File: src/rtl/atk16_sram_pkg.sv
// Shared types and constants for the external SRAM arbiter.
//   state_t      : access sequencer states (IDLE, SETUP, ACTIVE, DONE)
//   PH_*         : boot phase encodings carried on the phase input
//   PORT_*       : requester indices used by the arbiter and sequencer
package atk16_sram_pkg;

    typedef enum logic [1:0] {
        IDLE,
        SETUP,
        ACTIVE,
        DONE
    } state_t;

    localparam logic PH_COPY_IMG = 1'b0;
    localparam logic PH_RUN_IMG  = 1'b1;

    localparam logic PORT_CPU    = 1'b0;
    localparam logic PORT_LOADER = 1'b1;

endpackage

File: src/rtl/sram_rr_arb.sv
// Two-way round-robin arbiter with phase-based eligibility.
//   clk, rst     : clock, synchronous active-high reset
//   phase        : PH_COPY_IMG masks the CPU port, PH_RUN_IMG enables both
//   req0, req1   : raw requests from CPU and loader ports
//   take         : sequencer is idle and accepts the current grant
//   grant_valid  : at least one eligible request is present
//   grant_port   : index of the port that wins this arbitration
module sram_rr_arb
    import atk16_sram_pkg::*;
(
    input  logic clk,
    input  logic rst,
    input  logic phase,
    input  logic req0,
    input  logic req1,
    input  logic take,
    output logic grant_valid,
    output logic grant_port
);

    logic last_grant;
    logic elig0;
    logic elig1;

    // NOTE: every signal written in always_comb gets a value on every path,
    // otherwise synthesis infers a latch to hold the old value.
    always_comb begin
        elig0       = req0 && (phase == PH_RUN_IMG);
        elig1       = req1;
        grant_valid = elig0 || elig1;
        if (elig0 && elig1) begin
            grant_port = ~last_grant;
        end else if (elig1) begin
            grant_port = PORT_LOADER;
        end else begin
            grant_port = PORT_CPU;
        end
    end

    // Resetting to the loader makes the CPU win the first contention.
    always_ff @(posedge clk) begin
        if (rst) begin
            last_grant <= PORT_LOADER;
        end else if (take && grant_valid) begin
            last_grant <= grant_port;
        end
    end

endmodule

File: src/rtl/sram_arbiter.sv
// Sequencer sharing one external async SRAM between the CPU (port 0) and
// the boot loader / DMA (port 1). Owns all SRAM strobes and the data-bus
// output enable; every output is driven straight from a flop.
//   clk, rst            : clock, synchronous active-high reset
//   phase               : 0 = copy image (loader only), 1 = run image (both)
//   pN_req/we/addr/wdata: request held until pN_ack
//   pN_rdata, pN_ack    : read data (held until next read ack), 1-cycle ack
//   sram_cs_n/oe_n/we_n : active-low SRAM strobes
//   sram_addr           : SRAM word address
//   sram_dq_out/dq_oe   : write data and tristate enable for the SD bus
//   sram_dq_in          : data returned from the SD bus
module sram_arbiter
    import atk16_sram_pkg::*;
#(
    parameter int ADDR_W      = 18,
    parameter int DATA_W      = 16,
    parameter int WAIT_CYCLES = 1
) (
    input  logic              clk,
    input  logic              rst,
    input  logic              phase,
    input  logic              p0_req,
    input  logic              p0_we,
    input  logic [ADDR_W-1:0] p0_addr,
    input  logic [DATA_W-1:0] p0_wdata,
    output logic [DATA_W-1:0] p0_rdata,
    output logic              p0_ack,
    input  logic              p1_req,
    input  logic              p1_we,
    input  logic [ADDR_W-1:0] p1_addr,
    input  logic [DATA_W-1:0] p1_wdata,
    output logic [DATA_W-1:0] p1_rdata,
    output logic              p1_ack,
    output logic              sram_cs_n,
    output logic              sram_oe_n,
    output logic              sram_we_n,
    output logic [ADDR_W-1:0] sram_addr,
    output logic [DATA_W-1:0] sram_dq_out,
    output logic              sram_dq_oe,
    input  logic [DATA_W-1:0] sram_dq_in
);

    localparam logic [3:0] CNT_INIT = 4'(WAIT_CYCLES - 1);

    state_t            state;
    logic [3:0]        cnt;
    logic              cur_port;
    logic              cur_we;
    logic              take;
    logic              grant_valid;
    logic              grant_port;
    logic              sel_we;
    logic [ADDR_W-1:0] sel_addr;
    logic [DATA_W-1:0] sel_wdata;

    // Phase only matters while idle: a grant is taken nowhere else, so an
    // access in flight is unaffected by a phase change.
    assign take = (state == IDLE);

    sram_rr_arb u_arb (
        .clk         (clk),
        .rst         (rst),
        .phase       (phase),
        .req0        (p0_req),
        .req1        (p1_req),
        .take        (take),
        .grant_valid (grant_valid),
        .grant_port  (grant_port)
    );

    always_comb begin
        sel_we    = p0_we;
        sel_addr  = p0_addr;
        sel_wdata = p0_wdata;
        if (grant_port == PORT_LOADER) begin
            sel_we    = p1_we;
            sel_addr  = p1_addr;
            sel_wdata = p1_wdata;
        end
    end

    // NOTE: sequential state uses non-blocking assignments so every flop
    // samples pre-edge values regardless of statement order.
    always_ff @(posedge clk) begin
        if (rst) begin
            state       <= IDLE;
            cnt         <= '0;
            cur_port    <= PORT_CPU;
            cur_we      <= 1'b0;
            sram_cs_n   <= 1'b1;
            sram_oe_n   <= 1'b1;
            sram_we_n   <= 1'b1;
            sram_addr   <= '0;
            sram_dq_out <= '0;
            sram_dq_oe  <= 1'b0;
            p0_ack      <= 1'b0;
            p1_ack      <= 1'b0;
            p0_rdata    <= '0;
            p1_rdata    <= '0;
        end else begin
            p0_ack <= 1'b0;
            p1_ack <= 1'b0;
            case (state)
                IDLE: begin
                    if (grant_valid) begin
                        cur_port   <= grant_port;
                        cur_we     <= sel_we;
                        sram_addr  <= sel_addr;
                        sram_cs_n  <= 1'b0;
                        // Reads open OE immediately; writes drive the bus
                        // instead, so OE and dq_oe are never low/high together.
                        sram_oe_n  <= sel_we;
                        sram_dq_oe <= sel_we;
                        if (sel_we) begin
                            sram_dq_out <= sel_wdata;
                        end
                        state <= SETUP;
                    end
                end
                SETUP: begin
                    // Address and data have had one cycle of setup before WE falls.
                    sram_we_n <= ~cur_we;
                    cnt       <= CNT_INIT;
                    state     <= ACTIVE;
                end
                ACTIVE: begin
                    if (cnt == 4'd0) begin
                        sram_we_n <= 1'b1;
                        sram_oe_n <= 1'b1;
                        if (cur_port == PORT_LOADER) begin
                            p1_ack <= 1'b1;
                            if (!cur_we) p1_rdata <= sram_dq_in;
                        end else begin
                            p0_ack <= 1'b1;
                            if (!cur_we) p0_rdata <= sram_dq_in;
                        end
                        state <= DONE;
                    end else begin
                        cnt <= cnt - 4'd1;
                    end
                end
                DONE: begin
                    // CS, address and data were held through this cycle for
                    // write hold time; release them now.
                    sram_cs_n  <= 1'b1;
                    sram_dq_oe <= 1'b0;
                    state      <= IDLE;
                end
                default: state <= IDLE;
            endcase
        end
    end

endmodule

File: config.mk
export PLATFORM = sky130hd
export DESIGN_NAME = sram_arbiter
export DESIGN_NICKNAME = d
export VERILOG_FILES = /design/src/rtl/atk16_sram_pkg.sv /design/src/rtl/sram_rr_arb.sv /design/src/rtl/sram_arbiter.sv
export SDC_FILE = /design/constraint.sdc
export NUM_CORES = 1
export LEC_CHECK = 0
export CORE_UTILIZATION = 30
export CTS_CLUSTER_DIAMETER = 150
export CTS_CLUSTER_SIZE = 20
export DETAILED_ROUTE_END_ITERATION = 16
export DONT_BUFFER_PORTS = 1
export MAX_ROUTING_LAYER = met4
export PLACE_DENSITY = 0.54
export SYNTH_ARGS = -nofsm -noshare
export SYNTH_HDL_FRONTEND = slang
export SYNTH_SLANG_ARGS = --single-unit
File: constraint.sdc
create_clock -name clk -period 2.1 [get_ports clk]
set_input_delay 0.21 -clock clk [delete_from_list [all_inputs] [get_ports clk]]
set_output_delay 0.21 -clock clk [all_outputs]
set_load 0.005 [all_outputs]
==> impl_results.md, run 1 <==
* Outcome: complete, no violations
* Gates resized, CTS repair at 0
* Tmin final at 1.86 ns
* Port-buffer cells at 0
* Syn_nets at 515
* P_leak at 1.47 nW
* Synth unique cells at 44
* Yosys top cell area share at 47.2%
* Fin area at 4070 sq um
* Final Max Tran Viols at 0
* Initial antenna violation count at 0
* Post-route insts no fill at 571
* Post-CTS Repair Setup Buffers at 0
* CTS Hold Bufs at 19
* Hold/Removal Path Class: input pin to flip-flop
* GRT Resource Usage Total at 15.1%
* DR vias at 2914
* GPL Wtd Cong at 0.764
* Worst-path clk slew at 0.06 ns
* Primary FF master, synth: dfxtp_1
* Worst slew pin tran at 0.545 ns
* Synth warn at 0
* Worst hold path stage count at 2
* M2 GR Usage at 23.2%
* Maximum buffer depth of the clock tree at 2
* Final critical-path share of the clock period at 88.4%
* Top cells by area, synth: dfxtp_1 47%, nand2_1 14%, a21oi_1 8.2%, a311oi_1 4.6%, nor2_1 4.4%
* CP max FO at 16
* Num ports at 163
* Met1 usage at 16.8%
* H-tree depth at 3
* Worst-Skew Late Latency at 0.34 ns
* Sink Count at 81
* Combinational family with the most area after synthesis: simple AND/OR/NAND/NOR gates
* Core box area at 11000 sq um
* Detailed Route WL at 8760 microns
* IR drop worst, VDD at 0.734 mV
* Synth Register Bits at 81
* Layout area overhead at 18.2%
* Crit path DAT at 2.07 ns
* Max_cap viols at 0
* DRT antenna net count at 0
* Die Height at 109 microns
* Std-Cell Rows at 38
* Setup CP Type: flip-flop to flip-flop
* Nets@finish at 522
* Netlist Area Pre-Place at 3440 sq um
* Leading area contributor after synthesis: dfxtp_1
* Placed insts at 536
* Pre-antenna DRT Iters at 4
* Max transition margin at 63.6%
* Grt total ovfl at 0
* Wire per inst at 15.3 microns
* Post-synthesis compound-gate area fraction at 21.8%
* Critical Path RT at 2.31 ns
* DRT iter0 DRCs at 172
* Multiplexer share of the synthesized area at 0.291%
* RSZ-0062 raised after global routing: no
* Placed instance area at 3540 sq um
* Starting Density at 31.3%
* Pwr per Cell Area at 1230 nW/um^2
* Root Buffer: clkbuf_16
* # diodes at 0
* Peak Freq at 539 MHz
* EDFF count, synth at 0
* First-pass GRT wire length at 13200 microns
* Total CTS buffers at 9
* Met3 usage at 7.11%
* Hold Violations, Final at 0
* Layout cells sized above 1 at 9.51%
* Mapped Cells at 419
* Largest net degree at the start of global routing at 81
* Post-DR vias/cell at 5.10
* XOR/XNOR Fraction of Synth Area at 0%
* Synth top cells by count: 125 x nand2_1, 81 x dfxtp_1, 56 x a21oi_1
* Final setup TNS at 0 ns
* Die area at 11900 sq um
* Hold_ws at 0.0186 ns
* HPWL after DPL at 6140 microns
* CTS tree: built
* Asr flop ratio synth at 0%
* Simple-Gate Fraction of Synth Area at 23.7%
* Most frequent cell after synthesis: nand2_1
* # setup viols final at 0
* Cell count of the worst reg-to-reg path at 6
* Setup Skew at 0.00798 ns
* Die width at 109 microns
* Syn Area/Cell at 8.21 sq um
* Number of global-route vias before repair at 2697
* Sequential fraction of the synthesis area at 47.2%
* Startpoint Class: flip-flop
* Adder and majority gate portion of the synthesized area at 1.82%
* Grt peak-use layer: met2
* Crit end category: flip-flop
* Post-route DRC at 0
final cells by class:
| cell class | count | area, sq um |
|---|---|---|
| fill | 1116 | 6920 |
| multi-input combinational | 301 | 1640 |
| sequential | 81 | 1620 |
| timing repair buffer | 26 | 285 |
| clock buffer | 10 | 229 |
| tap | 140 | 175 |
| clock inverter | 6 | 90.1 |
| inverter | 7 | 26.3 |
sequential cells by signal (all words and copies together) (netlist names):
name and flops:
cur_port 1, cur_we 1, state 2, sram_dq_oe 1, sram_we_n 1, sram_oe_n 1
p0_rdata 16, cnt 4, p1_rdata 16, sram_dq_out 16, sram_addr 18, p0_ack 1
sram_cs_n 1, p1_ack 1, u_arb.last_grant 1
cells by family (layout without fill, tap and decap cells):
logic type	after synthesis	after routing
muxes	1	1
adders and majority gates	5	5
AOI/OAI and AO/OA	105	105
and+or+nand+nor	190	190
DFF	81	81
buffers and inverters	37	49
worst max-delay path, cell delays in order, from the launching register on:
cell and delay [ns]:
dfxtp_1 0.32, inv_1 0.08, ha_1 0.34, nand4bb_4 0.18, or3_1 0.57, nand2_1 0.16
a21oi_1 0.07
metal layers:
layer | wire length [microns] | up-vias
li1 | - | 1448
met1 | 3610 | 1302
met2 | 3940 | 151
met3 | 1050 | 13
met4 | 153 | 0
met5 | 0 | -
layout by cell type, fill, tap and decap left out, drive strengths merged, types with 2 or more instances in the layout:
cell,synthesis,final
nor3,3,3
and3,3,3
or3b,2,2
dlygate4sd3,0,18
dfxtp,81,81
a32oi,2,2
a311oi,19,19
clkbuf,13,10
a21oi,56,56
a211oi,17,17
clkinv,0,2
o21ai,3,3
and2,2,2
bufinv,0,2
nand3,2,2
nor2,41,41
inv,7,8
nand2,125,125
buf,17,8
ha,5,5
a22oi,2,2
nand2b,3,3
a2bb2oi,2,2
per-stage QoR:
stage | worst slack (ns) | utilization, % | power [mW]
after floorplan | 0.382 | - | 3.02
after global placement | 0.311 | 32.2 | 3.26
after detailed placement | 0.244 | 32.2 | 3.29
after CTS | 0.235 | 37.0 | 5.07
after global routing | 0.0487 | 37.0 | 5.30
final | 0.243 | 37.0 | 5.00
final timing paths:
| check | startpoint | end | slack [ns] |
|---|---|---|---|
| max | state[0]$_SDFFE_PP0P_ | p0_rdata[10]$_SDFFE_PP0P_ | 0.24 |
| min | sram_dq_in[4] | p0_rdata[4]$_SDFFE_PP0P_ | 0.02 |
| max reg2reg | state[0]$_SDFFE_PP0P_ | p0_rdata[10]$_SDFFE_PP0P_ | 0.24 |
| min reg2reg | p1_rdata[3]$_SDFFE_PP0P_ | p1_rdata[3]$_SDFFE_PP0P_ | 0.47 |
power by group:
part	switching (mW)	total, mW	internal (mW)
registers	0.249	2.09	1.84
logic	0.732	1.22	0.490
clock network	0.642	1.69	1.05
Power figures use the tool's default switching activity.
==> inputs of run 2 (changes only) <==
--- a/config.mk
+++ b/config.mk
@@ -5,6 +5,7 @@
 export SDC_FILE = /design/constraint.sdc
 export NUM_CORES = 1
 export LEC_CHECK = 0
+export CORE_MARGIN = 8
 export CORE_UTILIZATION = 30
 export CTS_CLUSTER_DIAMETER = 150
 export CTS_CLUSTER_SIZE = 20
@@ -12,6 +13,7 @@
 export DONT_BUFFER_PORTS = 1
 export MAX_ROUTING_LAYER = met4
 export PLACE_DENSITY = 0.54
+export SETUP_SLACK_MARGIN = 0.15
 export SYNTH_ARGS = -nofsm -noshare
 export SYNTH_HDL_FRONTEND = slang
 export SYNTH_SLANG_ARGS = --single-unit
==> run 2 against run 1 <==
Effect of this change: critical path depth unchanged; global-route usage down 1.7 points; power down 4.6%; clock power down 17%; die area up 27%; hold slack worse by 0.0019 ns; clock skew down 0.0032 ns; sequential share of layout area about the same; non-clock buffer count up 7; sequential power about the same; first-iteration DRC count up 1.7%; clock-buffer cell count down 1; highest routed layer unchanged.
==> impl_results.md, run 2 (synthesized netlist as in run 1, its figures left out) <==
* CP max FO at 7
* Die area at 15100 sq um
* Largest Register: sram_addr
* Switching pwr at 1.62 mW
* Startpoint Class: flip-flop
* Wire per inst at 17.4 microns
* Worst-path clk slew at 0.06 ns
* Outcome: complete, no violations
* Clock power frac at 29.3%
* Worst path max stage delay at 0.55 ns
* GRT Resource Usage Total at 13.4%
* PnR Total Power at 4.77 mW
* Hold/Removal Path Class: input pin to flip-flop
* Final setup TNS at 0 ns
* # diodes at 0
* DRT antenna net count at 0
* First-pass GRT wire length at 15200 microns
* Fillers at 1169
* RSZ-0062 raised after global routing: no
* R2r setup slk at 0.24 ns
* Num ports at 163
* Layout cells sized above 1 at 9.86%
* Internal at 3.15 mW
* Worst path bufs/invs at 3
* Sink Count at 81
* Critical Path RT at 2.32 ns
* Maximum buffer depth of the clock tree at 2
* Grt total ovfl at 0
* Crit path max-delay cell type: dlygate4sd3_1
* Max transition margin at 60.6%
* Pwr per Cell Area at 1170 nW/um^2
* Total CTS buffers at 9
* Crit path DAT at 2.08 ns
* Die width at 123 microns
* Commonest cells after routing, fill and taps aside: 125 x nand2_1, 81 x dfxtp_1, 56 x a21oi_1
* Post-route DRC at 0
* Starting Density at 30.4%
* Sw Ratio at 34.0%
* IR drop worst, VDD at 0.538 mV
* Setup CP Type: flip-flop to flip-flop
* Pre-antenna DRT Iters at 4
* H-tree depth at 3
* CP Cell Sequence: inv_1 -> ha_2 -> buf_4 -> nand2_1 -> a221o_1 -> dlygate4sd3_1
* Crit end category: flip-flop
* Final Max Tran Viols at 0
* Final critical-path share of the clock period at 88.5%
* Setup Skew at 0.00481 ns
* Post-DR vias/cell at 5.16
* GPL Wtd Cong at 0.804
* DRT iter0 DRCs at 175
* Worst slew pin tran at 0.591 ns
* Die Height at 123 microns
* Post-CTS Repair Setup Buffers at 0
* CP top delay family: buffers and inverters
* Max reg flops at 18
* Number of global-route vias before repair at 3010
* Most common cell after layout, fill and taps aside: nand2_1
* Std-Cell Rows at 39
* Detailed Route WL at 10100 microns
* Combinational share of power at 26.5%
* Hold Violations, Final at 0
* Peak Freq at 538 MHz
* CTS tree: built
* Max_cap viols at 0
* HPWL after DPL at 7070 microns
* Largest net degree at the start of global routing at 77
* Tmin final at 1.86 ns
* Port-buffer cells at 0
* Root Buffer: clkbuf_16
* DR vias at 2988
* Core box area at 11300 sq um
* # setup viols final at 0
* Worst-Skew Late Latency at 0.34 ns
* Initial antenna violation count at 0
* Layout area overhead at 18.2%
* Nets@finish at 529
* P_leak at 1.47 nW
* Seq pwr share at 44.1%
run 2: metal layers:
metal	global-route usage, %	wire (microns)	vias to the layer above
li1	-	-	1461
met1	15.6	4290	1377
met2	19.7	4430	139
met3	5.53	1190	11
met4	6.62	160	0
met5	-	0	-
run 2: path summary, 6_finish.rpt:
kind                             from                  endpoint  cells past startpoint
max             state[0]$_SDFFE_PP0P_    sram_cs_n$_SDFFE_PP1P_                      6
min                     sram_dq_in[3]  p0_rdata[3]$_SDFFE_PP0P_                      2
min reg2reg  p0_rdata[0]$_SDFFE_PP0P_  p0_rdata[0]$_SDFFE_PP0P_                      2
max reg2reg     state[0]$_SDFFE_PP0P_    sram_cs_n$_SDFFE_PP1P_                      6
run 2: cell type report:
class / instances / area, sq um / share of cell area (%)
sequential: 81 / 1620 / 39.9
tap: 143 / 179 / 4.40
multi-input combinational: 301 / 1640 / 40.4
inverter: 7 / 26.3 / 0.647
clock inverter: 5 / 33.8 / 0.831
timing repair buffer: 33 / 338 / 8.31
clock buffer: 9 / 225 / 5.54
run 2: power by group through the flow:
stage	Combinational (mW)	Sequential [mW]	Clock, mW
after floorplan	0.981	2.04	0
after global routing	1.44	2.14	1.51
after detailed placement	1.18	2.15	0
after global placement	1.16	2.14	0
final	1.27	2.10	1.40
after CTS	1.27	2.12	1.45
run 2: repair_timing:
action                                 CTS  global route
hold buffers                            24             0
setup endpoints to repair                0             3
resized for setup                        0             1
endpoints found under the hold margin   81             0
run 2: through the flow:
step	instance area (sq um)	hold slack (ns)	util, %	std cells	setup WS [ns]
2_1_floorplan	3440	0.346	-	419	0.382
3_3_place_gp	3540	0.288	31.3	541	0.366
3_5_place_dp	3540	0.288	31.3	541	0.316
4_1_cts	4060	0.00000530	35.9	579	0.223
5_1_grt	4060	0.0162	35.9	579	0.158
6_report	4060	0.0167	35.9	579	0.242
==> inputs of run 3 (changes only) <==
--- a/config.mk
+++ b/config.mk
@@ -5,6 +5,8 @@
 export SDC_FILE = /design/constraint.sdc
 export NUM_CORES = 1
 export LEC_CHECK = 0
+export CELL_PAD_IN_SITES_DETAIL_PLACEMENT = 1
+export CELL_PAD_IN_SITES_GLOBAL_PLACEMENT = 2
 export CORE_MARGIN = 8
 export CORE_UTILIZATION = 30
 export CTS_CLUSTER_DIAMETER = 150
@@ -12,8 +14,9 @@
 export DETAILED_ROUTE_END_ITERATION = 16
 export DONT_BUFFER_PORTS = 1
 export MAX_ROUTING_LAYER = met4
-export PLACE_DENSITY = 0.54
+export PLACE_DENSITY = 0.81
 export SETUP_SLACK_MARGIN = 0.15
+export SLEW_MARGIN = 20
 export SYNTH_ARGS = -nofsm -noshare
 export SYNTH_HDL_FRONTEND = slang
 export SYNTH_SLANG_ARGS = --single-unit
==> run 3 against run 2 <==
Effect of this change: utilization rose by 0.24 points; design area rose by 0.68%; first-iteration DRC count fell by 6.3%; routed wire length rose by 10%; sequential share of layout area fell by 0.24 points; global-route usage rose by 1.6 points; clock-buffer cell count rose by 3; non-clock buffer count rose by 1; hold slack got worse by 0.0033 ns; critical path type unchanged; largest cell class unchanged; largest power group unchanged.
==> impl_results.md, run 3 (synthesized netlist as in run 1, its figures left out) <==
* First-pass GRT wire length at 17000 microns
* Grt total ovfl at 0
* Detailed Route WL at 11100 microns
* Port-buffer cells at 0
* Final Core Density at 36.1%
* Die Height at 123 microns
* HPWL after DPL at 7800 microns
* # setup viols final at 0
* Std-Cell Rows at 39
* Worst slew pin tran at 0.594 ns
* Core box area at 11300 sq um
* Worst-path clk slew at 0.06 ns
* Hold Violations, Final at 0
* R2r setup slk at 0.29 ns
* Most common cell after layout, fill and taps aside: nand2_1
* Sink Count at 81
* Reg2reg end: p0_rdata[13]$_SDFFE_PP0P_
* Num ports at 163
* Root Buffer: clkbuf_16
* IR drop worst, VDD at 0.620 mV
* Starting Density at 30.4%
* Final setup TNS at 0 ns
* Worst path max stage delay at 0.61 ns
* R2R Path Start: cnt[0]$_SDFFE_PP0P_
* Cell count of the worst reg-to-reg path at 6
* Nets@finish at 530
* DRT antenna net count at 0
* DR vias at 3065
* H-tree depth at 3
* Commonest cells after routing, fill and taps aside: 124 x nand2_1, 80 x dfxtp_1, 56 x a21oi_1
* Startpoint Class: flip-flop
* Total CTS buffers at 9
* Largest net degree at the start of global routing at 77
* Crit end category: flip-flop
* Worst hold path stage count at 2
* Max transition margin at 60.4%
* Placed instance area at 3560 sq um
* DRT iter0 DRCs at 164
* Setup CP Type: flip-flop to flip-flop
* CP max FO at 16
* Max reg flops at 18
* Number of global-route vias before repair at 3252
* Post-DR vias/cell at 5.28
* Hold/Removal Path Class: input pin to flip-flop
* Peak Freq at 552 MHz
* Layout area overhead at 19.0%
* Final Max Tran Viols at 0
* Setup Skew at 0.00388 ns
* Critical Path RT at 2.31 ns
* Maximum buffer depth of the clock tree at 2
* Max_cap viols at 0
* Initial antenna violation count at 0
* Outcome: complete, no violations
* Die width at 123 microns
* Post-route DRC at 0
* Setup crit start: cnt[0]$_SDFFE_PP0P_
* Largest Register: sram_addr
* Wire per inst at 19.1 microns
* CP Cell Sequence: inv_1 -> ha_1 -> nand4bb_4 -> or3_1 -> nand2_1 -> a21oi_1
* Pwr per Cell Area at 1190 nW/um^2
* Layout cells sized above 1 at 11.0%
* Die area at 15100 sq um
* GRT Resource Usage Total at 15.0%
* Crit path DAT at 2.02 ns
* P_leak at 1.50 nW
* Crit path max-delay cell type: or3_1
* RSZ-0062 raised after global routing: no
* CTS tree: built
* # diodes at 0
* CP endpoint: p0_rdata[13]$_SDFFE_PP0P_
* Fin area at 4090 sq um
* Tmin final at 1.81 ns
* Pre-antenna DRT Iters at 4
* Worst-Skew Late Latency at 0.34 ns
* GPL Wtd Cong at 0.777
* Final critical-path share of the clock period at 86.3%
* PnR Total Power at 4.85 mW
## run 3: changes by cell type in the layout (fill, tap and decap cells not counted), sizes merged
cell,before,now
buf,10,13
clkbuf,9,12
clkinvlp,2,1
inv,8,7
dlygate4sd3,23,21
## run 3: how the worst min path moves through the flow
stage             startpoint                  endpoint
4_1_cts        sram_dq_in[4]  p0_rdata[4]$_SDFFE_PP0P_
6_report       sram_dq_in[0]  p1_rdata[0]$_SDFFE_PP0P_
2_1_floorplan  sram_dq_in[0]  p0_rdata[0]$_SDFFE_PP0P_
5_1_grt        sram_dq_in[9]  p0_rdata[9]$_SDFFE_PP0P_
3_3_place_gp             rst  p1_rdata[6]$_SDFFE_PP0P_
3_5_place_dp             rst  p1_rdata[6]$_SDFFE_PP0P_
## run 3: area by class of cell
cell class                      count  area (sq um)
Fill cell                        1326          7230
Multi-Input combinational cell    301          1650
Sequential cell                    81          1620
Timing Repair Buffer               34           353
Clock buffer                       12           246
Tap cell                          143           179
Inverter                            7          26.3
Clock inverter                      3          17.5
## run 3: per-stage QoR
step | worst slack (ns) | hold WS [ns] | cells
3_3_place_gp | 0.333 | 0.289 | 543
4_1_cts | 0.208 | 0.000807 | 580
2_1_floorplan | 0.382 | 0.346 | 419
5_1_grt | 0.175 | 0.00715 | 581
6_report | 0.289 | 0.0135 | 581
3_5_place_dp | 0.273 | 0.289 | 543
## run 3: worst max-delay path, delay by kind of cell (launching register included)
kind | cells | cell delay (ns)
fa+ha+maj | 1 | 0.23
buf+inv | 1 | 0.10
compound gates | 1 | 0.07
simple gates | 3 | 0.95
flops | 1 | 0.32
## run 3: where the power goes
part | total (mW) | switching (mW) | internal (mW)
sequential | 2.11 | 0.273 | 1.84
combinational | 1.31 | 0.773 | 0.535
clock | 1.43 | 0.606 | 0.823
## run 3: repair_timing
action / in CTS / in global routing
endpoints found under the setup margin: 0 / 16
hold endpoints to repair: 79 / 0
buffers inserted: 0 / 1
resized for setup: 0 / 4
hold buffers: 22 / 0
## run 3: per-layer routing
layer | vias to the layer above | part of all wire [%] | track usage (%)
li1 | 1465 | - | -
met1 | 1457 | 40 | 16.4
met2 | 128 | 46 | 23.0
met3 | 15 | 13 | 7.03
met4 | 0 | 1.7 | 6.85
met5 | - | 0 | -
==> RTL edit 1 (settings of run 2) <==
The parameter `DATA_W` goes from 16 to 32.
--- a/src/rtl/sram_arbiter.sv
+++ b/src/rtl/sram_arbiter.sv
@@ -13,7 +13,7 @@
     import atk16_sram_pkg::*;
 #(
     parameter int ADDR_W      = 18,
-    parameter int DATA_W      = 16,
+    parameter int DATA_W      = 32,
     parameter int WAIT_CYCLES = 1
 ) (
     input  logic              clk,
Ports: changed (6 resized); port bits go from 163 to 259. The function was not compared with the original's and may differ.
==> RTL edit 1 against run 2 <==
- the run now ends with negative hold slack left
- total power increased by 64%
- area after synthesis increased by 56%
- sequential power increased by 56%
- sequential cell count increased by 48
- cell area increased by 54%
- worst setup slack improved by 6.8 ps
- combinational power increased by 35%
- die area increased by 48%
- core utilization decreased by 0.77 points
- wire length increased by 63%
- synthesized cell count increased by 56%
- global-route usage increased by 0.83 points
- first-iteration DRC count increased by 81%
- critical path type unchanged
- highest routed layer unchanged
==> RTL edit 1: results (changes against run 2) <==
- Yosys reg bits: 129 (+59%)
- Signal buf overhead: 4.19% (-4.1 points)
- Multiplexer area fraction after synthesis: 0.187% (-0.10 points)
- Pre-CTS setup slack: 241 ps (-74.1 ps)
- Initial antenna violation count: 0 (unchanged)
- Yosys cell types: 36 (-18%)
- Fill cells: 1844 (+58%)
- Syn Inst Count: 654 (+56%)
- DR pass1 iterations: 7 (+3)
- Peak VDD IR: 0.527 mV (-2.0%)
- Vias in the first global route: 4447 (+48%)
- Placed insts: 839 (+55%)
- WL/cell: 18.6 um (+7.2%)
- Violated checks: negative hold slack
- Met3 WL: 2100 um (+77%)
- Non-Clock Buffer Count: 24 (-27%)
- Routed vias/inst: 5.21 (+1.0%)
- Area fraction in compound gates after synthesis: 20.4% (-1.4 points)
- Sequential Area: 0.00258 mm^2 (+59%)
- Worst hold slack: -126 ps (-143 ps)
- Global-route wire length before repair: 24500 um (+61%)
- H-tree depth: 4 (+1)
- Outcome: complete, but fails checks
- TritonCTS Buffers: 17 (+8)
- Layout Skew: 7.21 ps (+2.40 ps)
- ClkCell Share: 9.21% (+2.8 points)
- Synth cell count leaders: nand2_1, dfxtp_1, a21oi_1, clkbuf_1, nor3_1
- Final net count: 784 (+48%)
- Largest net degree at the start of global routing: 130 (+69%)
- Critical path arrival: 2140 ps (+60 ps)
- Synth area leaders: dfxtp_1, nand2_1, a311oi_2
- Invs w/o clock: 6 (-1)
- Adder-Cell Fraction of Synth Area: 1.17% (-0.65 points)
- Share of cells above drive strength 1: 12.9% (+3.0 points)
- Final hold vios: 122 (+122)
- Clkbuf count: 20 (+11)
- Syn nets: 798 (+55%)
- Multi-input gates: 462 (+53%)
- Gr usage total: 14.3% (+0.83 points)
- Dpl cell area: 0.00554 mm^2 (+56%)
- Met2 WL: 7910 um (+78%)
- Crit Path Max Fanout: 10 (+3)
- Sequential element share of the synthesized area: 48.1% (+0.96 points)
- Finished Core Util: 35.1% (-0.77 points)
- Switching Share: 32.4% (-1.6 points)
- Die area: 0.0224 mm^2 (+48%)
- Leakage: 2.16 nW (+47%)
RTL edit 1: layer usage:
metal | vias to the layer above | GRT usage, %
li1 | 2208 | -
met1 | 2159 | 15.0
met2 | 214 | 23.0
met3 | 16 | 7.23
met4 | 0 | 4.50
met5 | - | -
RTL edit 1: worst paths after layout:
kind / startpoint / to / slack, ps / cells past startpoint
setup reg to reg: state[0] / sram_cs_n / 250 / 6
hold reg to reg: p1_rdata[20] / p1_rdata[20] / 470 / 2
setup / recovery: state[0] / sram_cs_n / 250 / 6
hold / removal: rst / sram_dq_out[4] / -130 / 1
RTL edit 1: power by group through the flow:
| stage | Combinational [mW] | Sequential, mW | Clock (mW) |
|---|---|---|---|
| 4_1_cts | 1.69 | 3.30 | 2.92 |
| 5_1_grt | 1.92 | 3.34 | 3.04 |
| 2_1_floorplan | 1.41 | 3.18 | 0 |
| 3_3_place_gp | 1.61 | 3.34 | 0 |
| 6_report | 1.72 | 3.27 | 2.85 |
| 3_5_place_dp | 1.67 | 3.34 | 0 |
==> RTL edit 2 (config.mk and constraints of run 2) <==
Without the edit above. Reset style: asynchronous (`rst`), changed in 2 clocked blocks. Comments in the files are not updated.
--- a/src/rtl/sram_rr_arb.sv
+++ b/src/rtl/sram_rr_arb.sv
@@ -38,7 +38,7 @@
     end
 
     // Resetting to the loader makes the CPU win the first contention.
-    always_ff @(posedge clk) begin
+    always_ff @(posedge clk or posedge rst) begin
         if (rst) begin
             last_grant <= PORT_LOADER;
         end else if (take && grant_valid) begin
--- a/src/rtl/sram_arbiter.sv
+++ b/src/rtl/sram_arbiter.sv
@@ -81,7 +81,7 @@
 
     // NOTE: sequential state uses non-blocking assignments so every flop
     // samples pre-edge values regardless of statement order.
-    always_ff @(posedge clk) begin
+    always_ff @(posedge clk or posedge rst) begin
         if (rst) begin
             state       <= IDLE;
             cnt         <= '0;
Formal check against the unedited RTL: differs if rst is asserted again (counterexample within 4 cycles, from zero or initial values and one cycle with rst high); with rst held inactive, the same outputs for 4 cycles.
==> RTL edit 2 against run 2 <==
- sequential share of layout area increased by 4.2 points
- wire length shrank 4.4%
- clock skew hardly changed
- worst setup slack worse by 130 ps
- critical path depth rose by 1
- sequential cell count stayed put
- total power rose by 43%
- final cell count shrank 15%
- area after synthesis is 4.8% higher
- count of clock-buffer cells in the layout is 1 higher
- cell area rose by 13%
- largest cell class is now sequential cells
- highest routed layer unchanged
==> RTL edit 2: results (changes against run 2) <==
- Initial antenna violation count: 1 (+1)
- Syn nets: 394 (-23%)
- FF-to-FF End: p1_rdata[9]
- Pre-CTS setup slack: -8.05 ps (-324 ps)
- Post-CTS sizing: 7 (+7)
- H-tree depth: 3 (unchanged)
- Async SR Flop Fraction: 100% (+100 points)
- Critical path arrival: 2210 ps (+130 ps)
- Hold Crit Start: p1_addr[15]
- Syn Inst Count: 297 (-29%)
- Dpl cell area: 0.00396 mm^2 (+12%)
- Slowest-stage cell, CP: dfrtp_1
- R2R setup slack: 110 ps (-130 ps)
- DP Wirelength: 7040 um (-0.42%)
- Met1 Use GR: 12.9% (-2.7 points)
- Placed insts: 444 (-18%)
- Met3 Use GR: 7.65% (+2.1 points)
- TritonCTS Buffers: 9 (unchanged)
- End point of the critical path: p1_rdata[9]
- Input/output buffers: 0 (unchanged)
- Outcome: finished clean
- Post-layout minimum cycle time: 1990 ps (+129 ps)
- CP peak stage delay: 380 ps (-170 ps)
- Register-to-Register Path Depth: 7 (+1)
- WL met1: 3850 um (-10%)
- Synth cell count leaders: dfrtp_1, mux2_2, nand2_1, nor2_1, a31oi_1
- Non-Filler Instances: 490 (-15%)
- Met3 WL: 1140 um (-4.1%)
- Biggest register: sram_addr
- Routed vias: 2432 (-19%)
- Synth Flop Type: dfrtp_1
- WL/cell: 19.6 um (+13%)
- Hold_buf cts: 16 (-33%)
- Initial drt markers: 69 (-61%)
- Synth area leaders: dfrtp_1, mux2_2, nand2_1
- Post-CTS setup buffer count: 2 (+2)
- Sequential element share of the synthesized area: 56.4% (+9.2 points)
- Reg-to-Reg Start: cnt[0]
- Final net count: 433 (-18%)
- Yosys cell types: 36 (-18%)
- Worst hold slack: 14.3 ps (-2.43 ps)
- Crit Path Max Fanout: 8 (+1)
- Global-route wire length before repair: 15000 um (-1.8%)
- GP Congestion: 0.763 (-5.1%)
- Hold Crit Endpoint: sram_addr[15]
- Share of cells above drive strength 1: 34.0% (+24 points)
- Largest net degree at the start of global routing: 37 (-52%)
- GR Util met2: 19.2% (-0.51 points)
- Worst hold stages: 2 (unchanged)
- Delay-heaviest family, CP: simple AND/OR/NAND/NOR gates
- Vias in the first global route: 2668 (-11%)
- Gr usage total: 12.6% (-0.84 points)
- Relative slew slack: 47.3% (-13 points)
- Peak VDD IR: 0.597 mV (+11%)
- Layout Skew: 4.84 ps (+0.0350 ps)
- Leakage: 2.03 nW (+38%)
- Met2 WL: 4430 um (about the same)
-- RTL edit 2: where the power goes --
| part | switching [mW] | leakage, nW | internal, mW |
|---|---|---|---|
| Combinational | 0.820 | 0.922 | 1.24 |
| Sequential | 0.702 | 0.951 | 2.35 |
| Clock | 0.632 | 0.153 | 1.05 |
-- RTL edit 2: kinds of logic (layout without fill, tap and decap cells) --
| group | count (synthesis) | count (layout) | share of synthesized area [%] |
|---|---|---|---|
| buf+inv | 23 | 67 | 3.30 |
| compound gates | 38 | 38 | 6.57 |
| fa+ha+maj | 6 | 6 | 2.08 |
| simple gates | 84 | 84 | 10.3 |
| mux | 65 | 65 | 21.3 |
| other cells | 0 | 2 | 0 |
| flops | 81 | 81 | 56.4 |
-- RTL edit 2: final cells by class --
type | count | area (um^2)
multi-input cells | 193 | 1550
repair buffers | 43 | 490
fillers | 1138 | 7250
diodes | 2 | 5.00
well taps | 147 | 184
inverters | 8 | 33.8
clock inverters | 6 | 90.1
clock buffers | 10 | 229
flip-flops and latches | 81 | 2030
